`config.mk`:
```
export PLATFORM = sky130hd
export DESIGN_NAME = frame_cmd_scheduler
export DESIGN_NICKNAME = d
export VERILOG_FILES = /design/src/rtl/frame_sched_pkg.sv /design/src/rtl/rr_arbiter.sv /design/src/rtl/frame_cmd_scheduler.sv
export SDC_FILE = /design/constraint.sdc
export NUM_CORES = 1
export LEC_CHECK = 0
export BUFFER_PORTS_ARGS = -buffer_cell sky130_fd_sc_hd__buf_2
export CORE_AREA = 2 2 132 134
export CTS_BUF_LIST = sky130_fd_sc_hd__clkbuf_2
export DETAILED_ROUTE_END_ITERATION = 7
export DIE_AREA = 0 0 134 136
export PLACE_DENSITY_LB_ADDON = 0.25
export SLEW_MARGIN = 0
export SYNTH_ARGS = -nofsm -noshare
export SYNTH_HDL_FRONTEND = slang
export SYNTH_HIERARCHICAL = 1
export SYNTH_SLANG_ARGS = --single-unit
```
`constraint.sdc`:
```
create_clock -name clk -period 3.3 [get_ports clk]
set_input_delay 0.33 -clock clk [delete_from_list [all_inputs] [get_ports clk]]
set_output_delay 0.33 -clock clk [all_outputs]
set_load 0.1 [all_outputs]
```
`src/rtl/frame_sched_pkg.sv`:
```
// ============================================================================
// Module : frame_sched_pkg
// Brief  : Shared defaults and one-hot state encodings for the frame command
//          scheduler.
// Rev    : 1.0
// ============================================================================
`default_nettype none

package frame_sched_pkg;

    localparam int DEF_NUM_REQ     = 4;
    localparam int DEF_DATA_W      = 64;
    localparam int DEF_TIMEOUT_CYC = 1024;

    localparam int ST_W = 4;
    typedef logic [ST_W-1:0] state_t;

    localparam state_t IDLE  = 4'b0001;
    localparam state_t ISSUE = 4'b0010;
    localparam state_t WAIT  = 4'b0100;
    localparam state_t RESP  = 4'b1000;

endpackage

`default_nettype wire

```
`src/rtl/rr_arbiter.sv`:
```
// ============================================================================
// Module : rr_arbiter
// Brief  : Combinational round-robin pick, searching upward from last_grant+1.
// Rev    : 1.0
// ============================================================================
`default_nettype none

module rr_arbiter #(
    parameter int NUM_REQ = 4,
    parameter int IDX_W   = $clog2(NUM_REQ)
) (
    input  logic [NUM_REQ-1:0] req,
    input  logic [IDX_W-1:0]   last_grant,
    output logic [NUM_REQ-1:0] gnt_oh,
    output logic [IDX_W-1:0]   gnt_idx,
    output logic               any
);

    int               cand_i;
    logic [IDX_W-1:0] cand;

    always_comb begin
        gnt_oh  = '0;
        gnt_idx = '0;
        any     = 1'b0;
        cand_i  = 0;
        cand    = '0;
        // Offset NUM_REQ lands on last_grant itself, so it is checked last.
        for (int off = 1; off <= NUM_REQ; off++) begin
            cand_i = (int'(last_grant) + off) % NUM_REQ;
            cand   = IDX_W'(cand_i);
            if (!any && req[cand]) begin
                any          = 1'b1;
                gnt_oh[cand] = 1'b1;
                gnt_idx      = cand;
            end
        end
    end

endmodule

`default_nettype wire

```
`src/rtl/frame_cmd_scheduler.sv`:
```
// ============================================================================
// Module : frame_cmd_scheduler
// Brief  : Arbitrates requesters onto one engine, tracks completion/timeout
//          and returns a one-hot response to the granted requester.
// Rev    : 1.0
// ============================================================================
`default_nettype none

module frame_cmd_scheduler
    import frame_sched_pkg::*;
#(
    parameter int NUM_REQ     = DEF_NUM_REQ,
    parameter int DATA_W      = DEF_DATA_W,
    parameter int TIMEOUT_CYC = DEF_TIMEOUT_CYC
) (
    input  logic                        clk,
    input  logic                        rst_n,
    input  logic [NUM_REQ-1:0]          req_valid,
    input  logic [NUM_REQ*DATA_W-1:0]   req_cmd,
    output logic [NUM_REQ-1:0]          req_ready,
    output logic                        eng_valid,
    output logic [DATA_W-1:0]           eng_cmd,
    input  logic                        eng_ready,
    input  logic                        eng_done,
    input  logic                        eng_err,
    output logic [NUM_REQ-1:0]          rsp_valid,
    output logic                        rsp_err,
    output logic [$clog2(NUM_REQ)-1:0]  grant_id,
    output logic                        busy
);

    localparam int IDX_W = $clog2(NUM_REQ);
    localparam int CNT_W = ($clog2(TIMEOUT_CYC) > 16) ? $clog2(TIMEOUT_CYC) : 16;

    state_t                state_q, state_d;
    logic [IDX_W-1:0]      last_grant_q, last_grant_d;
    logic [IDX_W-1:0]      grant_id_q, grant_id_d;
    logic [CNT_W-1:0]      cnt_q, cnt_d;
    logic                  eng_valid_q, eng_valid_d;
    logic [DATA_W-1:0]     eng_cmd_q, eng_cmd_d;
    logic [NUM_REQ-1:0]    rsp_valid_q, rsp_valid_d;
    logic                  rsp_err_q, rsp_err_d;
    logic                  busy_q, busy_d;

    logic [NUM_REQ-1:0]    arb_gnt;
    logic [IDX_W-1:0]      arb_idx;
    logic                  arb_any;
    logic                  accept;
    logic                  timeout;
    logic [DATA_W-1:0]     cmd_arr [NUM_REQ];

    for (genvar gi = 0; gi < NUM_REQ; gi++) begin : g_unpack
        assign cmd_arr[gi] = req_cmd[gi*DATA_W +: DATA_W];
    end

    rr_arbiter #(
        .NUM_REQ (NUM_REQ),
        .IDX_W   (IDX_W)
    ) u_arb (
        .req        (req_valid),
        .last_grant (last_grant_q),
        .gnt_oh     (arb_gnt),
        .gnt_idx    (arb_idx),
        .any        (arb_any)
    );

    assign accept    = (state_q == IDLE) && arb_any;
    assign timeout   = (cnt_q == CNT_W'(TIMEOUT_CYC - 1));
    assign req_ready = accept ? arb_gnt : '0;

    always_ff @(posedge clk) begin
        if (!rst_n) begin
            state_q <= IDLE;
        end else begin
            state_q <= state_d;
        end
    end

    // eng_done is only looked at in WAIT and wins over a coincident timeout.
    always_comb begin
        state_d = state_q;
        case (state_q)
            IDLE:    if (arb_any)              state_d = ISSUE;
            ISSUE:   if (eng_ready)            state_d = WAIT;
            WAIT:    if (eng_done || timeout)  state_d = RESP;
            RESP:                              state_d = IDLE;
            default:                           state_d = IDLE;
        endcase
    end

    // Outputs are registered from state_d so they line up with the new state.
    always_comb begin
        last_grant_d = last_grant_q;
        grant_id_d   = grant_id_q;
        eng_cmd_d    = eng_cmd_q;
        rsp_err_d    = rsp_err_q;
        rsp_valid_d  = '0;
        cnt_d        = (state_q == WAIT) ? cnt_q + CNT_W'(1) : '0;
        eng_valid_d  = (state_d == ISSUE);
        busy_d       = (state_d != IDLE);
        if (accept) begin
            last_grant_d = arb_idx;
            grant_id_d   = arb_idx;
            eng_cmd_d    = cmd_arr[arb_idx];
        end
        if (state_d == RESP) begin
            rsp_valid_d[grant_id_q] = 1'b1;
            rsp_err_d               = eng_done ? eng_err : 1'b1;
        end
    end

    always_ff @(posedge clk) begin
        if (!rst_n) begin
            last_grant_q <= IDX_W'(NUM_REQ - 1);
            grant_id_q   <= '0;
            cnt_q        <= '0;
            eng_valid_q  <= 1'b0;
            eng_cmd_q    <= '0;
            rsp_valid_q  <= '0;
            rsp_err_q    <= 1'b0;
            busy_q       <= 1'b0;
        end else begin
            last_grant_q <= last_grant_d;
            grant_id_q   <= grant_id_d;
            cnt_q        <= cnt_d;
            eng_valid_q  <= eng_valid_d;
            eng_cmd_q    <= eng_cmd_d;
            rsp_valid_q  <= rsp_valid_d;
            rsp_err_q    <= rsp_err_d;
            busy_q       <= busy_d;
        end
    end

    assign eng_valid = eng_valid_q;
    assign eng_cmd   = eng_cmd_q;
    assign rsp_valid = rsp_valid_q;
    assign rsp_err   = rsp_err_q;
    assign grant_id  = grant_id_q;
    assign busy      = busy_q;

endmodule

`default_nettype wire

```
# == After elaboration in Yosys (flattened, before gate mapping) ==
# Index checks and enable logic that the tools add are counted.
# totals
latchBits,0
mem_bits_rw,0
out_inout_bits,77
elab_cells,90
n_memories,0
romBits,0
in_bits,265
regBits,95
# classes
n_div,0
n_eq_ne,7
multipliers,0
bitwise_logic,4
reduce_logical,15
shifts,0
magnitude_cmp,11
muxes,39
n_addsub,5
# ops
cell,n
binary-select mux 64 bit (select 2 bit),1
2-to-1 mux 64 bit,2
2-to-1 mux 4 bit,8
"adder 16 x 1 -> 16 bit, second input constant",1
"equality test 16 x 10 -> 1 bit, second input constant",1
"< comparator 2 x 3 -> 1 bit, second input constant",5
2-to-1 mux 1 bit,14
bitwise OR 4 bit,3
one-hot mux 4 bit (3 select lines),1
demux 1 bit (select 2 bit),5
"greater-or-equal comparator 2 x 1 -> 1 bit, second input constant",5
logical AND 1 bit,9
binary-select mux 1 bit (select 2 bit),4
"equality test 4 x 2 -> 1 bit, second input constant",2
2-to-1 mux 2 bit,4
"adder 2 x 1 -> 2 bit, second input constant",2
"adder 2 bit, second input constant",2
"equality test 4 x 1 -> 1 bit, second input constant",1
"equality test 4 x 3 -> 1 bit, second input constant",1
"equality test 4 bit, second input constant",1
"inequality test 4 x 1 -> 1 bit, second input constant",1
AND reduction 2 bit,2
"greater-or-equal comparator 3 bit, second input constant",1
logical NOT 1 bit,3
2 further kinds,2

# == Longest topological paths before layout ==
# Gate-level depths: netlist of run 1.
# depth
depth_word,17
ltp_mapped,13
depth_no_buf,8

# == Cells and area by module ==
# The synthesis of run 1 kept the hierarchy.
# modules_own_cells
mod,cells_per_inst,seq_area_each_um2,n_inst,area_each_um2
frame_cmd_scheduler,427,1901.8,1,4943.5
rr_arbiter,86,0.0,1,629.4

# == Worst setup path after synthesis of run 1 ==
# Ideal clock, no wire load.
# synth_timing
path_kind,register to register
start,register last_grant_q[0]
end,"register eng_cmd_q[51], in the netlist eng_cmd[51]"
synth_period_minus_slack_ns,3.500
slack_ns,-0.200
path_buffers,4
setup_time_ns,0.125
path_stages_with_launch,13
t_arrival_ns,3.375
t_required_ns,3.175
cell_sequence,dfxtp_1 -> buf_6 -> buf_2 -> inv_1 -> ha_1 -> clkbuf_1 -> a21oi_1 -> a211oi_1 -> a311o_1 -> a221oi_1 -> clkbuf_1 -> mux4_2 -> o2bb2ai_1
# synth_via
elab_chain_len,17
elab_cells_between_ends,31
classes_between,add/sub (4); mux (19); bitwise (1); reduce/logical (7)
# synth_rtl
element,line,source
start: declaration,frame_cmd_scheduler.sv:36,"logic [IDX_W-1:0] last_grant_q, last_grant_d;"
start signal: assignment,frame_cmd_scheduler.sv:114,last_grant_q <= IDX_W'(NUM_REQ - 1);
start signal: assignment,frame_cmd_scheduler.sv:123,last_grant_q <= last_grant_d;
adder 2 x 1 -> 2 bit,rr_arbiter.sv:30,cand_i = (int'(last_grant) + off) % NUM_REQ;
binary-select mux 1 bit (select 2 bit),rr_arbiter.sv:32,if (!any && req[cand]) begin
2-to-1 mux 1 bit (not written as such),rr_arbiter.sv:32,
2-to-1 mux 1 bit,rr_arbiter.sv:32,
logical NOT 1 bit,rr_arbiter.sv:32,
logical AND 1 bit,rr_arbiter.sv:32,
2-to-1 mux 1 bit,rr_arbiter.sv:32,
logical NOT 1 bit,rr_arbiter.sv:32,
logical AND 1 bit,rr_arbiter.sv:32,
2-to-1 mux 1 bit,rr_arbiter.sv:32,
logical NOT 1 bit,rr_arbiter.sv:32,
logical AND 1 bit,rr_arbiter.sv:32,
2-to-1 mux 2 bit *,rr_arbiter.sv:32,
named net arb_idx[0],frame_cmd_scheduler.sv:46,logic [IDX_W-1:0] arb_idx;
NOT 2 -> 3 bit (not written as such) *,frame_cmd_scheduler.sv:104,eng_cmd_d = cmd_arr[arb_idx];
binary-select mux 64 bit (select 2 bit) *,frame_cmd_scheduler.sv:104,
2-to-1 mux 64 bit (not written as such) * (2 in a row),frame_cmd_scheduler.sv:104,
end signal: assignment,frame_cmd_scheduler.sv:127,eng_cmd_q <= eng_cmd_d;
end: declaration,frame_cmd_scheduler.sv:40,"logic [DATA_W-1:0] eng_cmd_q, eng_cmd_d;"
# The timed path passes the listed nets; every way through them passes the cells marked *. The select of a mux whose other input is x is not followed.
# A chain may end at the register's enable or synchronous reset.

# == Worst setup path in the final report of run 1 ==
# layout_timing
start,register last_grant_q[0]
end,output req_ready[0]
# layout_via
elab_cells_between_ends,51
classes_between,add/sub (4); order compare (8); mux (25); bitwise (3); reduce/logical (11)
# layout_lines
element,line,source
branches (longest 12 deep; another with < comparator 2 x 3 -> 1 bit),-,
2-to-1 mux 4 bit *,rr_arbiter.sv:32,
named net arb_gnt[0],frame_cmd_scheduler.sv:45,logic [NUM_REQ-1:0] arb_gnt;
2-to-1 mux 4 bit *,frame_cmd_scheduler.sv:69,assign req_ready = accept ? arb_gnt : '0;
end: declaration,frame_cmd_scheduler.sv:20,"output logic [NUM_REQ-1:0] req_ready,"
# Mark *: on every way through the listed nets, which the timed path passes. The select of a mux whose other input is x is not followed.

==> results.md, run 1 <==
* Syn Nets at 787
* Initial antenna violation count at 4
* Main synth FF type: dfxtp_1
* 1st-pass router iterations at 4
* Worst slew margin at 47.71%
* Post-synth top cells: dfxtp_1, nand2_1, mux4_2, o2bb2ai_1, clkbuf_1
* Worst Hold Launch: req_cmd[31]
* PD cells at 740.7 nW/um^2
* Port Buffers at 341
* Sequential-to-total area share from yosys stat at 34.13%
* Synth top area cells: dfxtp_1, mux4_2, o2bb2ai_1, nand2_1, ha_1
* Clock root cell: clkbuf_2
* Clk slew on worst S/H paths at 0.29 ns
* IO Count at 342
* Number of global-route vias before repair at 5391
* Yosys top cell area share at 34.13%
* Number of CTS-inserted buffers at 9
* Std-Cell Rows at 48
* Leakage power at 3.383 nW
* WP data arrival at 2.81 ns
* Final WL at 19.64 mm
* Worst setup SP type: flop
* First DRT Iteration DRCs at 338
* Peak supply drop at 352.0 uV
* Die Y at 136 um
* HP Class: input port to flop
* R2R Setup Slk at 0.45 ns
* Post-synth ARST share at 0%
* DRC viols at 0
* Post-synth top area cell: dfxtp_1
* HPWL after detailed placement at 14.96 mm
* Yosys warns at 6
* WL/cell at 18.33 um
* Synthesized area at 5573 sq um
* Routed vias at 5559
* Final Core Density at 46.34%
* Core Area at 16880 sq um
* Syn Inst Count at 513
* WHS Endpoint: eng_cmd[31]
* Final-report setup violation count at 0
* XOR/XNOR share of the synthesized area at 2.043%
* First-pass GRT wire length at 29.43 mm
* Max Cap Viol at 0
* Post-synthesis adder-cell area fraction at 2.021%
* Die X at 134 um
* R2r startpoint: last_grant_q[0]
* Layout cells sized above 1 at 53.56%
* Final Wtd Congestion at 0.8396
* Syn Area/Cell at 10.86 sq um
* Post-synthesis mux area share at 27.41%
* H-tree depth at 3
* Period utilisation layout at 95.07%
* Critical path class: flop to output port
* CP Data Required Time at 2.97 ns
* Die area at 18220 sq um
* Achievable Freq at 318.8 MHz
* Clk buf depth at 2
* Clock sink count at 95
* TritonCTS clock tree: done
* Post-Synth Simple-Gate Area at 14.66%
* Status: completed
* Compound-Gate Fraction of Synth Area at 15.20%
* GRT Overall Usage at 20.96%
* Setup Skew at 0.04256 ns
* Hold path depth at 3
* Nets at 1111
* Main combinational cell family by area after synthesis: multiplexers
* Synth cell types at 50
* CP Capture Type: output port
* Crit path time final at 3.137 ns
* Grt ovf at 0
* Clock latency on the worst-skew pair at 0.62 ns
* Post-route ant nets at 0
* Synth Register Bits at 95
* Most frequent cell after synthesis: dfxtp_1
* FF-to-FF End: eng_cmd[60]
* Final Hold Viols at 0
* Final hold slack at 0.08797 ns
* Area grow syn2layout at 40.32%
* Max-slew violation count at 0
* Worst-margin pin slew at 0.7844 ns
* Number of synthesized flops with an enable pin at 0
* Crit-path max FO at 21
* Via-per-instance ratio at 5.190
* Largest net degree at the start of global routing at 38
* R2R cell count at 9
* Starting density of the core at 33.02%
state kept, by name, summed over array words and instances (netlist names):
signal        count
last_grant_q      2
eng_cmd          64
rsp_valid         4
rsp_err           1
busy              1
grant_id          2
cnt_q            16
state_q           4
eng_valid         1
layout make-up:
cell class	instances	area, sq um
Antenna cell	4	10.01
Inverter	12	45.04
Sequential cell	95	1903
Timing Repair Buffer	358	1944
Clock inverter	6	83.83
Tap cell	225	281.5
Clock buffer	10	50.05
Fill cell	1632	9056
Multi-Input combinational cell	361	3502
where the power goes:
part	leakage [nW]	switching, mW	internal [mW]
clock network	0.0776	0.425	0.251
registers	0.780	0.112	1.36
logic	2.53	2.49	1.15
metrics by stage:
step           std cells  setup TNS (ns)  setup slack, ns  cell area, sq um  power (mW)
6_report            1071               0           0.1628              7820       5.792
3_5_place_dp        1045               0           0.3052              7520       5.084
2_1_floorplan        513          -1.720          -0.1720              5608       4.434
3_3_place_gp        1045               0           0.3452              7520       5.063
5_1_grt             1071        -0.01321         -0.01321              7820       6.082
4_1_cts             1066               0         0.005896              7746       5.799
worst max-delay path, cell delays in order (launching register included):
cell,delay [ns]
dfxtp_2,0.41
buf_12,0.17
mux4_2,0.61
or3_1,0.37
a21oi_1,0.15
a2111o_1,0.12
and2_1,0.18
buf_12,0.19
kinds of logic (layout without fill, tap and decap cells):
group | count (synthesis) | after routing
compound gates | 103 | 103
flops | 95 | 95
simple gates | 165 | 165
buf+inv | 58 | 386
xor+xnor | 13 | 13
fa+ha+maj | 9 | 9
other cells | 0 | 4
mux | 70 | 71
layout by cell type (no fill, tap or decap), types with 8 or more instances in the layout:
cell | synthesis | final
xnor2_1 | 9 | 9
clkbuf_2 | 0 | 10
o2bb2ai_1 | 64 | 64
ha_1 | 9 | 8
buf_2 | 16 | 337
nand4_1 | 9 | 9
nand3_1 | 8 | 8
buf_4 | 0 | 9
nor2_1 | 22 | 21
dfxtp_1 | 95 | 94
inv_1 | 12 | 12
nand2_1 | 83 | 83
mux4_2 | 66 | 67
timing repair:
item / in CTS / in global routing
buffers inserted: 0 / 0
pin swaps: 0 / 0
hold buffers: 4 / 1
endpoints found under the setup margin: 4 / 4
gates cloned: 1 / 0
hold endpoints to repair: 4 / 1
gates resized for setup: 10 / 12
worst max-delay path by stage:
stage               startpoint            to  slack [ns]
4_1_cts        last_grant_q[0]  req_ready[0]       0.006
5_1_grt        last_grant_q[0]  req_ready[0]       -0.01
3_3_place_gp   last_grant_q[0]   eng_cmd[60]        0.35
3_5_place_dp   last_grant_q[0]   eng_cmd[60]        0.31
2_1_floorplan  last_grant_q[0]   eng_cmd[51]       -0.17
6_report       last_grant_q[0]  req_ready[0]        0.16
metal layers:
layer / vias to the layer above / wire length, um / share of wire [%] / GRT usage (%)
met5: - / 0 / 0 / 0
met4: 0 / 397 / 2.0 / 7.683
met3: 22 / 1176 / 6.0 / 4.661
met2: 188 / 10020 / 51 / 35.61
met1: 2703 / 8039 / 41 / 26.17
li1: 2646 / - / - / -
(Power assumes the default switching activity.)
==> inputs of run 2 (changes only) <==
CORE_AREA = 2 2 131 133   (was 2 2 132 134)
DIE_AREA = 0 0 133 135   (was 0 0 134 136)
==> run 2 against run 1 <==
Net effect:
- core utilization is 0.75 points higher
- cell area is 1.2% lower
- total power is 2.5% lower
- clock skew hardly changed
- worst hold slack worse by 0.0015 ns
- via count is 0.85% higher
- critical endpoint is now req_ready[2]
- largest cell class unchanged
==> results.md, run 2 (synthesis gave the netlist of run 1 again) <==
* Status: completed
* R2R cell count at 9 (unchanged)
* Die Y at 135 um (-0.74%)
* H-tree depth at 3 (unchanged)
* Routed wl met2 at 10.07 mm (+0.54%)
* Critical path class: flop to output port
* WHS Endpoint: eng_cmd[28]
* DRC viols at 0 (unchanged)
* Die X at 133 um (-0.75%)
* Overall Power at 5.647 mW (-2.5%)
* Grt ovf at 0 (unchanged)
* Period utilisation layout at 96.76% (+1.7 points)
* Area grow syn2layout at 38.62%
* Final worst setup slack at 0.1068 ns (-0.05599 ns)
* Leakage power at 3.355 nW (-0.83%)
* Worst-margin pin slew at 0.8478 ns (+0.06342 ns)
* Die area at 17960 sq um (-1.5%)
* WP data arrival at 2.86 ns (+0.05 ns)
* CP Data Required Time at 2.97 ns (about the same)
* Layout cells sized above 1 at 53.80% (+0.24 points)
* Placed cells at 1039 (-0.57%)
* Achievable Freq at 313.2 MHz (-1.8%)
* Final Hold Viols at 0 (unchanged)
* Max Cap Viol at 0 (unchanged)
* Initial antenna violation count at 5 (+1)
* R2R Setup Slk at 0.46 ns (about the same)
* Clk slew on worst S/H paths at 0.30 ns (about the same)
* Peak supply drop at 414.0 uV (+18%)
* First DRT Iteration DRCs at 346 (+2.4%)
* Crit path time final at 3.193 ns (+0.05599 ns)
* Number of CTS-inserted buffers at 9 (unchanged)
* Starting density of the core at 33.97% (+0.94 points)
* Core Area at 16410 sq um (-2.8%)
* Clock sink count at 95 (unchanged)
* IO Count at 342 (unchanged)
* Worst setup SP type: flop
* Most common cell after layout, fill and taps aside: buf_2
* Clock root cell: clkbuf_2
* HP Class: input port to flop
* Number of global-route vias before repair at 5557 (+3.1%)
* Max-slew violation count at 0 (unchanged)
* Routed wl met3 at 1.546 mm (+31%)
* Worst slew margin at 43.48% (-4.2 points)
* Hold path depth at 3 (unchanged)
* Filler cells at 1585 (-2.9%)
* Nets at 1111 (unchanged)
* Met1 Routed Length at 8.197 mm (+2.0%)
* Pre-CTS setup slack at 0.3148 ns (+0.009583 ns)
* CP Launch Point: last_grant_q[0]
* Crit-path max FO at 21 (unchanged)
* TritonCTS clock tree: done
* Worst Hold Launch: req_cmd[156]
* Post-route ant nets at 0 (unchanged)
* Final hold slack at 0.08645 ns (-0.001517 ns)
* GRT Overall Usage at 21.96% (+1.0 points)
* Final WL at 20.38 mm (+3.8%)
* Routed vias at 5606 (+0.85%)
* R2r startpoint: last_grant_q[0]
* Post-placement cell area at 7493 sq um (-0.35%)
* Final-report setup violation count at 0 (unchanged)
* Max FFs per register at 64 (unchanged)
* Via-per-instance ratio at 5.259 (+1.3%)
* FF-to-FF End: eng_cmd[43]
* Finished Cell Area at 7725 sq um (-1.2%)
* First-pass GRT wire length at 30.44 mm (+3.4%)
* Clock latency on the worst-skew pair at 0.62 ns (about the same)
* Std-Cell Rows at 47 (-2.1%)
* Non-filler cells, final at 1066 (-0.47%)
* Setup Skew at 0.04224 ns (-0.0003249 ns)
* Final Wtd Congestion at 0.8702 (+3.6%)
* Clk buf depth at 2 (unchanged)
* PD cells at 731.0 nW/um^2 (-1.3%)
* Largest net degree at the start of global routing at 74 (+95%)
* Commonest cells after routing, fill and taps aside: buf_2, dfxtp_1, nand2_1
* WL/cell at 19.12 um (+4.3%)
* HPWL after detailed placement at 15.49 mm (+3.5%)
* Top Metal Used: met5
* CP Capture Type: output port
* Port Buffers at 341 (unchanged)
* 1st-pass router iterations at 5 (+1)
[run 2: area by class of cell]
| cell class | count | area (sq um) | area share (%) |
|---|---|---|---|
| Multi-Input combinational cell | 361 | 3502 | 45.34 |
| Sequential cell | 95 | 1903 | 24.64 |
| Timing Repair Buffer | 358 | 1898 | 24.57 |
| Tap cell | 220 | 275.3 | 3.563 |
| Clock inverter | 7 | 46.29 | 0.5993 |
| Clock buffer | 9 | 45.04 | 0.5831 |
| Inverter | 12 | 45.04 | 0.5831 |
| Antenna cell | 4 | 10.01 | 0.1296 |
[run 2: critical path, stage by stage, from the launching register on]
cell and delay, ns:
dfxtp_2 0.40, buf_8 0.19, mux4_2 0.60, buf_4 0.18, nand4_1 0.10, o31ai_1 0.07, or3_1 0.36, and2_1 0.14
buf_4 0.23
[run 2: what timing repair did]
item                       4_1_cts  5_1_grt
setup buffers                    2        0
resized for setup               10        5
gates cloned                     1        0
setup endpoints to repair        4        3
hold buffers                     4        0
hold endpoints to repair         4        0
[run 2: worst max-delay path by stage]
stage / to / slack [ns] / depth (start not counted)
3_5_place_dp: eng_cmd[27] / 0.31 / 9
5_1_grt: req_ready[2] / -0.004 / 8
3_3_place_gp: eng_cmd[27] / 0.34 / 9
2_1_floorplan: eng_cmd[51] / -0.17 / 12
6_report: req_ready[2] / 0.11 / 8
4_1_cts: req_ready[2] / 0.04 / 8
[run 2: power by group]
| part | internal, mW | leakage (nW) | switching, mW | total, mW |
|---|---|---|---|---|
| Clock | 0.0991 | 0.0562 | 0.430 | 0.529 |
| Combinational | 1.13 | 2.52 | 2.51 | 3.64 |
| Sequential | 1.36 | 0.780 | 0.117 | 1.48 |
| Total | 2.59 | 3.35 | 3.06 | 5.65 |
[run 2: per-stage QoR]
| step | setup TNS, ns | utilization [%] |
|---|---|---|
| after global placement | 0 | 45.67 |
| after detailed placement | 0 | 45.67 |
| after global routing | -0.004052 | 47.05 |
| after floorplan | -1.720 | - |
| after CTS | 0 | 46.88 |
| final | 0 | 47.08 |
[run 2: per-layer routing]
| metal | GRT usage [%] | up-vias |
|---|---|---|
| met5 | 0 | - |
| met2 | 36.30 | 229 |
| met3 | 5.931 | 43 |
| met1 | 27.18 | 2694 |
| met4 | 9.319 | 2 |
| li1 | - | 2638 |
